## src/rtl/addr_calc_arb.sv

```systemverilog
// Multi-channel read/write address generator sharing one registered address bus.
// Channels are picked round-robin; a read/write toggle alternates inside a channel.
module addr_calc_arb #(
    parameter int NUM_CH = 3,
    parameter int ADDR_W = 32,
    parameter int CNT_W  = 32,
    parameter int CH_W   = 2
) (
    input  logic              clk,
    input  logic              rst_n,
    input  logic [ADDR_W-1:0] offset,
    input  logic [CNT_W-1:0]  filesize,
    input  logic              circular,
    input  logic [NUM_CH-1:0] ch_enable,
    input  logic [NUM_CH-1:0] ch_read_pause,
    input  logic [NUM_CH-1:0] ch_write_pause,
    output logic [ADDR_W-1:0] addr,
    output logic              addr_valid,
    output logic [CH_W-1:0]   addr_ch,
    output logic              addr_is_write,
    output logic [NUM_CH-1:0] read_done,
    output logic [NUM_CH-1:0] write_done
);

    logic [CNT_W-1:0]  rd_ptr_q [NUM_CH];
    logic [CNT_W-1:0]  rd_ptr_d [NUM_CH];
    logic [CNT_W-1:0]  wr_ptr_q [NUM_CH];
    logic [CNT_W-1:0]  wr_ptr_d [NUM_CH];
    logic [NUM_CH-1:0] read_done_q, read_done_d;
    logic [NUM_CH-1:0] write_done_q, write_done_d;
    logic [NUM_CH-1:0] tog_q, tog_d;
    logic [CH_W-1:0]   rr_q, rr_d;
    logic [ADDR_W-1:0] addr_q, addr_d;
    logic              addr_valid_q, addr_valid_d;
    logic [CH_W-1:0]   addr_ch_q, addr_ch_d;
    logic              addr_is_write_q, addr_is_write_d;

    logic [NUM_CH-1:0] rd_req, wr_req, req;
    logic              fs_nz;
    logic [CNT_W-1:0]  fs_last;
    logic [ADDR_W-1:0] fs_a;

    assign fs_nz   = (filesize != '0);
    assign fs_last = filesize - CNT_W'(1);
    assign fs_a    = ADDR_W'(filesize);

    // In circular mode done is only a wrap pulse, so it must not stall the stream.
    for (genvar gi = 0; gi < NUM_CH; gi++) begin : g_req
        assign rd_req[gi] = ch_enable[gi] & ~ch_read_pause[gi]
                          & ~(read_done_q[gi] & ~circular) & fs_nz;
        assign wr_req[gi] = ch_enable[gi] & ~ch_write_pause[gi]
                          & ~(write_done_q[gi] & ~circular) & fs_nz;
        assign req[gi]    = rd_req[gi] | wr_req[gi];
    end

    int                g_sel;
    logic              found;
    logic              do_write;
    logic [ADDR_W-1:0] base;

    always_comb begin
        rd_ptr_d        = rd_ptr_q;
        wr_ptr_d        = wr_ptr_q;
        read_done_d     = read_done_q;
        write_done_d    = write_done_q;
        tog_d           = tog_q;
        rr_d            = rr_q;
        addr_d          = addr_q;
        addr_valid_d    = 1'b0;
        addr_ch_d       = addr_ch_q;
        addr_is_write_d = addr_is_write_q;
        g_sel           = 0;
        found           = 1'b0;
        do_write        = 1'b0;
        base            = '0;

        for (int c = 0; c < NUM_CH; c++) begin
            if (!ch_enable[c]) begin
                rd_ptr_d[c]     = '0;
                wr_ptr_d[c]     = '0;
                read_done_d[c]  = 1'b0;
                write_done_d[c] = 1'b0;
                tog_d[c]        = 1'b0;
            end else if (circular) begin
                read_done_d[c]  = 1'b0;
                write_done_d[c] = 1'b0;
            end
        end

        // Lowest requester overall, then overridden by the lowest at or above rr_q.
        for (int c = NUM_CH - 1; c >= 0; c--) begin
            if (req[c]) begin
                g_sel = c;
                found = 1'b1;
            end
        end
        for (int c = NUM_CH - 1; c >= 0; c--) begin
            if (req[c] && c >= int'(rr_q)) g_sel = c;
        end

        for (int c = 0; c < NUM_CH; c++) begin
            if (found && c == g_sel) begin
                do_write = wr_req[c] & (~rd_req[c] | tog_q[c]);
                if (rd_req[c] && wr_req[c]) tog_d[c] = ~tog_q[c];
                base = offset + ADDR_W'(c) * (fs_a + fs_a);
                rr_d = CH_W'((c + 1) % NUM_CH);
                addr_valid_d    = 1'b1;
                addr_ch_d       = CH_W'(c);
                addr_is_write_d = do_write;
                if (do_write) begin
                    addr_d = base + fs_a + ADDR_W'(wr_ptr_q[c]);
                    if (wr_ptr_q[c] == fs_last) begin
                        write_done_d[c] = 1'b1;
                        if (circular) wr_ptr_d[c] = '0;
                    end else begin
                        wr_ptr_d[c] = wr_ptr_q[c] + CNT_W'(1);
                    end
                end else begin
                    addr_d = base + ADDR_W'(rd_ptr_q[c]);
                    if (rd_ptr_q[c] == fs_last) begin
                        read_done_d[c] = 1'b1;
                        if (circular) rd_ptr_d[c] = '0;
                    end else begin
                        rd_ptr_d[c] = rd_ptr_q[c] + CNT_W'(1);
                    end
                end
            end
        end
    end

    always_ff @(posedge clk) begin
        if (!rst_n) begin
            for (int c = 0; c < NUM_CH; c++) begin
                rd_ptr_q[c] <= '0;
                wr_ptr_q[c] <= '0;
            end
            read_done_q     <= '0;
            write_done_q    <= '0;
            tog_q           <= '0;
            rr_q            <= '0;
            addr_q          <= '0;
            addr_valid_q    <= 1'b0;
            addr_ch_q       <= '0;
            addr_is_write_q <= 1'b0;
        end else begin
            rd_ptr_q        <= rd_ptr_d;
            wr_ptr_q        <= wr_ptr_d;
            read_done_q     <= read_done_d;
            write_done_q    <= write_done_d;
            tog_q           <= tog_d;
            rr_q            <= rr_d;
            addr_q          <= addr_d;
            addr_valid_q    <= addr_valid_d;
            addr_ch_q       <= addr_ch_d;
            addr_is_write_q <= addr_is_write_d;
        end
    end

    assign addr          = addr_q;
    assign addr_valid    = addr_valid_q;
    assign addr_ch       = addr_ch_q;
    assign addr_is_write = addr_is_write_q;
    assign read_done     = read_done_q;
    assign write_done    = write_done_q;

endmodule

```

## config.mk

```make
export PLATFORM = sky130hd
export DESIGN_NAME = addr_calc_arb
export DESIGN_NICKNAME = d
export VERILOG_FILES = /design/src/rtl/addr_calc_arb.sv
export SDC_FILE = /design/constraint.sdc
export NUM_CORES = 2
export LEC_CHECK = 0
export BUFFER_PORTS_ARGS = -buffer_cell sky130_fd_sc_hd__clkbuf_2
export CORE_MARGIN = 2
export CORE_UTILIZATION = 51
export CTS_BUF_LIST = sky130_fd_sc_hd__clkbuf_2
export DETAILED_ROUTE_END_ITERATION = 10
export PLACE_DENSITY_LB_ADDON = 0.25
export SLEW_MARGIN = 5
export SYNTH_ARGS = -nofsm -noshare
export SYNTH_HDL_FRONTEND = slang
export SYNTH_SLANG_ARGS = --single-unit
```

## constraint.sdc

```tcl
create_clock -name clk -period 7.45 [get_ports clk]
set_clock_uncertainty 0.15 [all_clocks]
set_input_delay 0 -clock clk [delete_from_list [all_inputs] [get_ports clk]]
set_output_delay 0 -clock clk [all_outputs]
set_load 0.01 [all_outputs]
```

==> flow_summary.rst <==
.. list-table::
   :header-rows: 1

   * - Metric
     - Value
   * - Outcome
     - finished clean
   * - Chip height
     - 251 um
   * - Commonest cells after routing, fill and taps aside
     - nor2_1 (325), nand2_1 (321), o21ai_0 (315)
   * - Synthesized-area fraction occupied by ao, oa, aoi and oai cells
     - 24.4%
   * - TritonCTS clock tree
     - yes
   * - IR Drop Worst-Case VDD
     - 0.000106 V
   * - Xor-xnor portion of the synthesized cell area
     - 16.5%
   * - Internal power
     - 0.00272 W
   * - Post-synth EDFFs
     - 0
   * - Routed wire length
     - 119000 um
   * - Sum of overflow across all layers after global routing
     - 0
   * - Count of synthesis-stage warnings from yosys
     - 0
   * - # H-tree levels
     - 3
   * - Max clock buf depth
     - 3
   * - Hold_ws
     - 88.3 ps
   * - Inst Count DP
     - 4800
   * - Total global routing track utilization
     - 36.9%
   * - Final non-filler cell total
     - 5054
   * - Postcts setup bufs
     - 0
   * - Share of synthesized area spent on multiplexers
     - 0.294%
   * - Dominant combinational cell family by area after synthesis
     - compound AO/OA/AOI/OAI gates
   * - Final max-slew violation count
     - 0
   * - Port Buf Inserts
     - 117
   * - Period Utilization, post-route
     - 93.0%
   * - Clk slew on worst S/H paths
     - 90 ps
   * - Unique cell type count in the Yosys netlist
     - 102
   * - Synthesized-area fraction occupied by and/or/nand/nor cells
     - 22.3%
   * - Final setup violation count
     - 0
   * - Commonest non-fill, non-tap cell in the layout
     - nor2_1
   * - Wire length of the first global-routing pass
     - 177000 um
   * - Flop2flop setup slack
     - 1050 ps
   * - Clock Sinks
     - 238
   * - Library cell used as clock root buffer
     - clkbuf_2
   * - Skew-Pair Late Insertion Delay
     - 1120 ps
   * - Slowest-stage cell, CP
     - dlygate4sd3_1
   * - Number of violations of the max-capacitance limit
     - 0
   * - Post-synthesis cell type with the largest combined area
     - dfxtp_1
   * - Category of the critical setup timing path
     - in -> reg
   * - Fraction of layout instances using a drive strength above 1
     - 8.55%
   * - Proportion of synthesized flip-flops having asynchronous set or reset
     - 0%
   * - I/O pin count
     - 118
   * - Comb pwr share
     - 51.7%
   * - Via count of the first global-routing pass
     - 30300
   * - Crit path DAT
     - 7830 ps
   * - Routability congestion estimate
     - 1.06
   * - Worst min-delay path class
     - in -> reg
   * - Horiz. Die Dim
     - 251 um
   * - Average detailed-routed wire length per instance
     - 23.6 um
   * - Floorplan row count
     - 90
   * - Most frequent cell on the critical path
     - a21oi_1
   * - Die area
     - 62900 um^2
   * - HPWL after DPL
     - 94400 um
   * - Netlist Area Pre-Place
     - 31100 um^2
   * - Initial core utilization
     - 51.5%
   * - Std-Cell Core Area
     - 60400 um^2
   * - Post-route core utilization
     - 56.8%
   * - Register cell area after layout
     - 4760 um^2
   * - Sequential cell fraction of total power
     - 26.8%
   * - Highest attainable clock frequency
     - 144 MHz
   * - Area share of fa/ha/maj cells after synthesis
     - 16.6%
   * - Fraction of synthesized cell area taken by the top area cell type
     - 15.3%
   * - Post-placement setup slack
     - 1110 ps
   * - Largest net degree at the start of global routing
     - 43
   * - Mean cell area of the mapped netlist
     - 7.78 um^2
   * - Gate count after technology mapping
     - 3998
   * - Net switching power
     - 0.00229 W
   * - Num CTS Buffers
     - 73
   * - Area of the multi-input gates
     - 24900 um^2
   * - Power density normalized to cell area
     - 146 nW/um^2
   * - Flip-flop and latch count after synthesis
     - 238
   * - Detailed-route DRC error count
     - 0
   * - Leading cell types by total area after synthesis
     - dfxtp_1 (15%), ha_1 (10%), xnor2_1 (7.2%)
   * - Sequential area share after synthesis
     - 15.3%
   * - Starting DRC count in detailed routing
     - 3396
   * - Maximum single-stage delay on the critical path
     - 610 ps
   * - Switching portion of total power
     - 45.7%
   * - Worst slew margin
     - 15.4%
   * - Final sum of negative setup slack
     - 0 ps
   * - Data required time of the worst path
     - 8350 ps
   * - Per-cell via count in the routed design
     - 6.44
   * - Critical-path maximum fanout
     - 11
   * - Shortest clock period the worst path allows after layout
     - 6930 ps
   * - Fill cell total of the finished layout
     - 5757
   * - Part of the total power dissipated in the clock network
     - 21.5%
   * - Measured slew at the worst slew-check pin
     - 1260 ps
   * - Final setup slack of the worst path
     - 523 ps
   * - TritonRoute pass-1 iters
     - 8
   * - Unrepaired setup endpoints after global routing
     - false
   * - Static leakage power
     - 14.5 nW
   * - Number of nets produced by synthesis
     - 4425
   * - Layout overhead on the synthesized area
     - 10.3%
   * - Type of element capturing the critical path
     - flop
   * - Startpoint Class
     - primary input
   * - Top FF cell, synth
     - dfxtp_1
   * - # nets final
     - 4646
   * - Residual antenna-violating net count after detailed routing
     - 0
   * - Total number of vias
     - 32600
   * - Number of antenna violations at the first check in global routing
     - 3
   * - Final Hold Viols
     - 0
path summary, 6_finish.rpt:
| path | startpoint | endpoint | cells past startpoint |
|---|---|---|---|
| max | filesize[0] | addr[31] | 30 |
| min | offset[0] | addr[0] | 7 |
| max reg2reg | wr_ptr_q[1] | addr[31] | 18 |
| min reg2reg | read_done[0] | read_done[0] | 2 |
cell type report:
type                            instances  share of cell area, %
Timing Repair Buffer                  292                   6.46
Clock buffer                          108                   1.58
Antenna cell                            2                 0.0146
Inverter                              212                   2.32
Sequential cell                       238                   13.9
Clock inverter                         18                  0.215
Tap cell                              782                   2.85
Multi-Input combinational cell       3402                   72.7
worst max-delay path: cells and delay by family:
family | cells | cell delay [ps]
XOR/XNOR | 3 | 730
adder cells (fa/ha/maj) | 4 | 1580
AND/OR/NAND/NOR | 5 | 770
multiplexers | 1 | 230
AO/OA/AOI/OAI | 13 | 2550
buffers and inverters | 4 | 1980
per-layer routing:
| metal | routed length [um] | global-route usage (%) |
|---|---|---|
| met5 | 27 | 0 |
| met4 | 6720 | 19.2 |
| met3 | 13800 | 7.63 |
| met2 | 51500 | 57.5 |
| met1 | 47000 | 48.2 |
cell usage after synthesis (9+ instances only):
| master | instances |
|---|---|
| a31oi_1 | 57 |
| o41ai_1 | 16 |
| inv_1 | 210 |
| o2111ai_1 | 9 |
| fa_1 | 101 |
| o211ai_1 | 41 |
| and4_1 | 19 |
| nor2b_1 | 44 |
| or2_2 | 14 |
| or4_1 | 16 |
| nand2b_1 | 41 |
| o31ai_1 | 45 |
| a221oi_1 | 10 |
| a21oi_1 | 271 |
| nand2_1 | 321 |
| and2_1 | 32 |
| nand3_1 | 187 |
| xor2_1 | 151 |
| xnor2_1 | 255 |
| o21a_1 | 37 |
| nor2_1 | 325 |
| nand4_1 | 42 |
| o21ai_1 | 62 |
| ha_1 | 250 |
| a21o_1 | 98 |
| nor4_1 | 41 |
| a22o_1 | 10 |
| a22oi_1 | 9 |
| nor3_1 | 72 |
| o31a_1 | 15 |
| dfxtp_1 | 238 |
| clkbuf_1 | 92 |
| and3_1 | 100 |
| nor4b_1 | 9 |
| o22ai_1 | 11 |
| xnor3_1 | 66 |
| buf_2 | 33 |
| a2111oi_0 | 11 |
| o21ai_0 | 315 |
| a211oi_1 | 70 |
| buf_4 | 9 |
| a211o_1 | 14 |
| or3_1 | 37 |
| o21bai_1 | 29 |
kinds of logic after synthesis:
family / Yosys count
AND/OR/NAND/NOR: 1362
AO/OA/AOI/OAI: 1204
XOR/XNOR: 476
buffers and inverters: 358
adder cells (fa/ha/maj): 351
flip-flops: 238
multiplexers: 9
power groups by stage:
stage	clock (W)	sequential, W	combinational (W)
floorplan	0	0.00137	0.00176
detailed placement	0	0.00137	0.00242
CTS	0.00109	0.00134	0.00251
finish	0.00108	0.00135	0.00259
global placement	0	0.00137	0.00241
global route	0.00116	0.00135	0.00282
repair_timing:
item | 4_1_cts | 5_1_grt
hold buffers | 126 | 0
gates resized for setup | 0 | 0
hold endpoints to repair | 202 | 0
flip-flops by register name, indices dropped and copies added (netlist names):
register       count
rr_q               2
write_done         3
addr              32
wr_ptr_q          96
rd_ptr_q          96
read_done          3
addr_ch            1
addr_is_write      1
addr_valid         1
tog_q              3
stage by stage:
step / cell area (um^2) / power [W]
after detailed placement: 32400 / 0.00380
after global placement: 32400 / 0.00378
after floorplan: 31100 / 0.00313
final: 34300 / 0.00502
after CTS: 34300 / 0.00495
after global routing: 34300 / 0.00532
(Power assumes the default switching activity.)
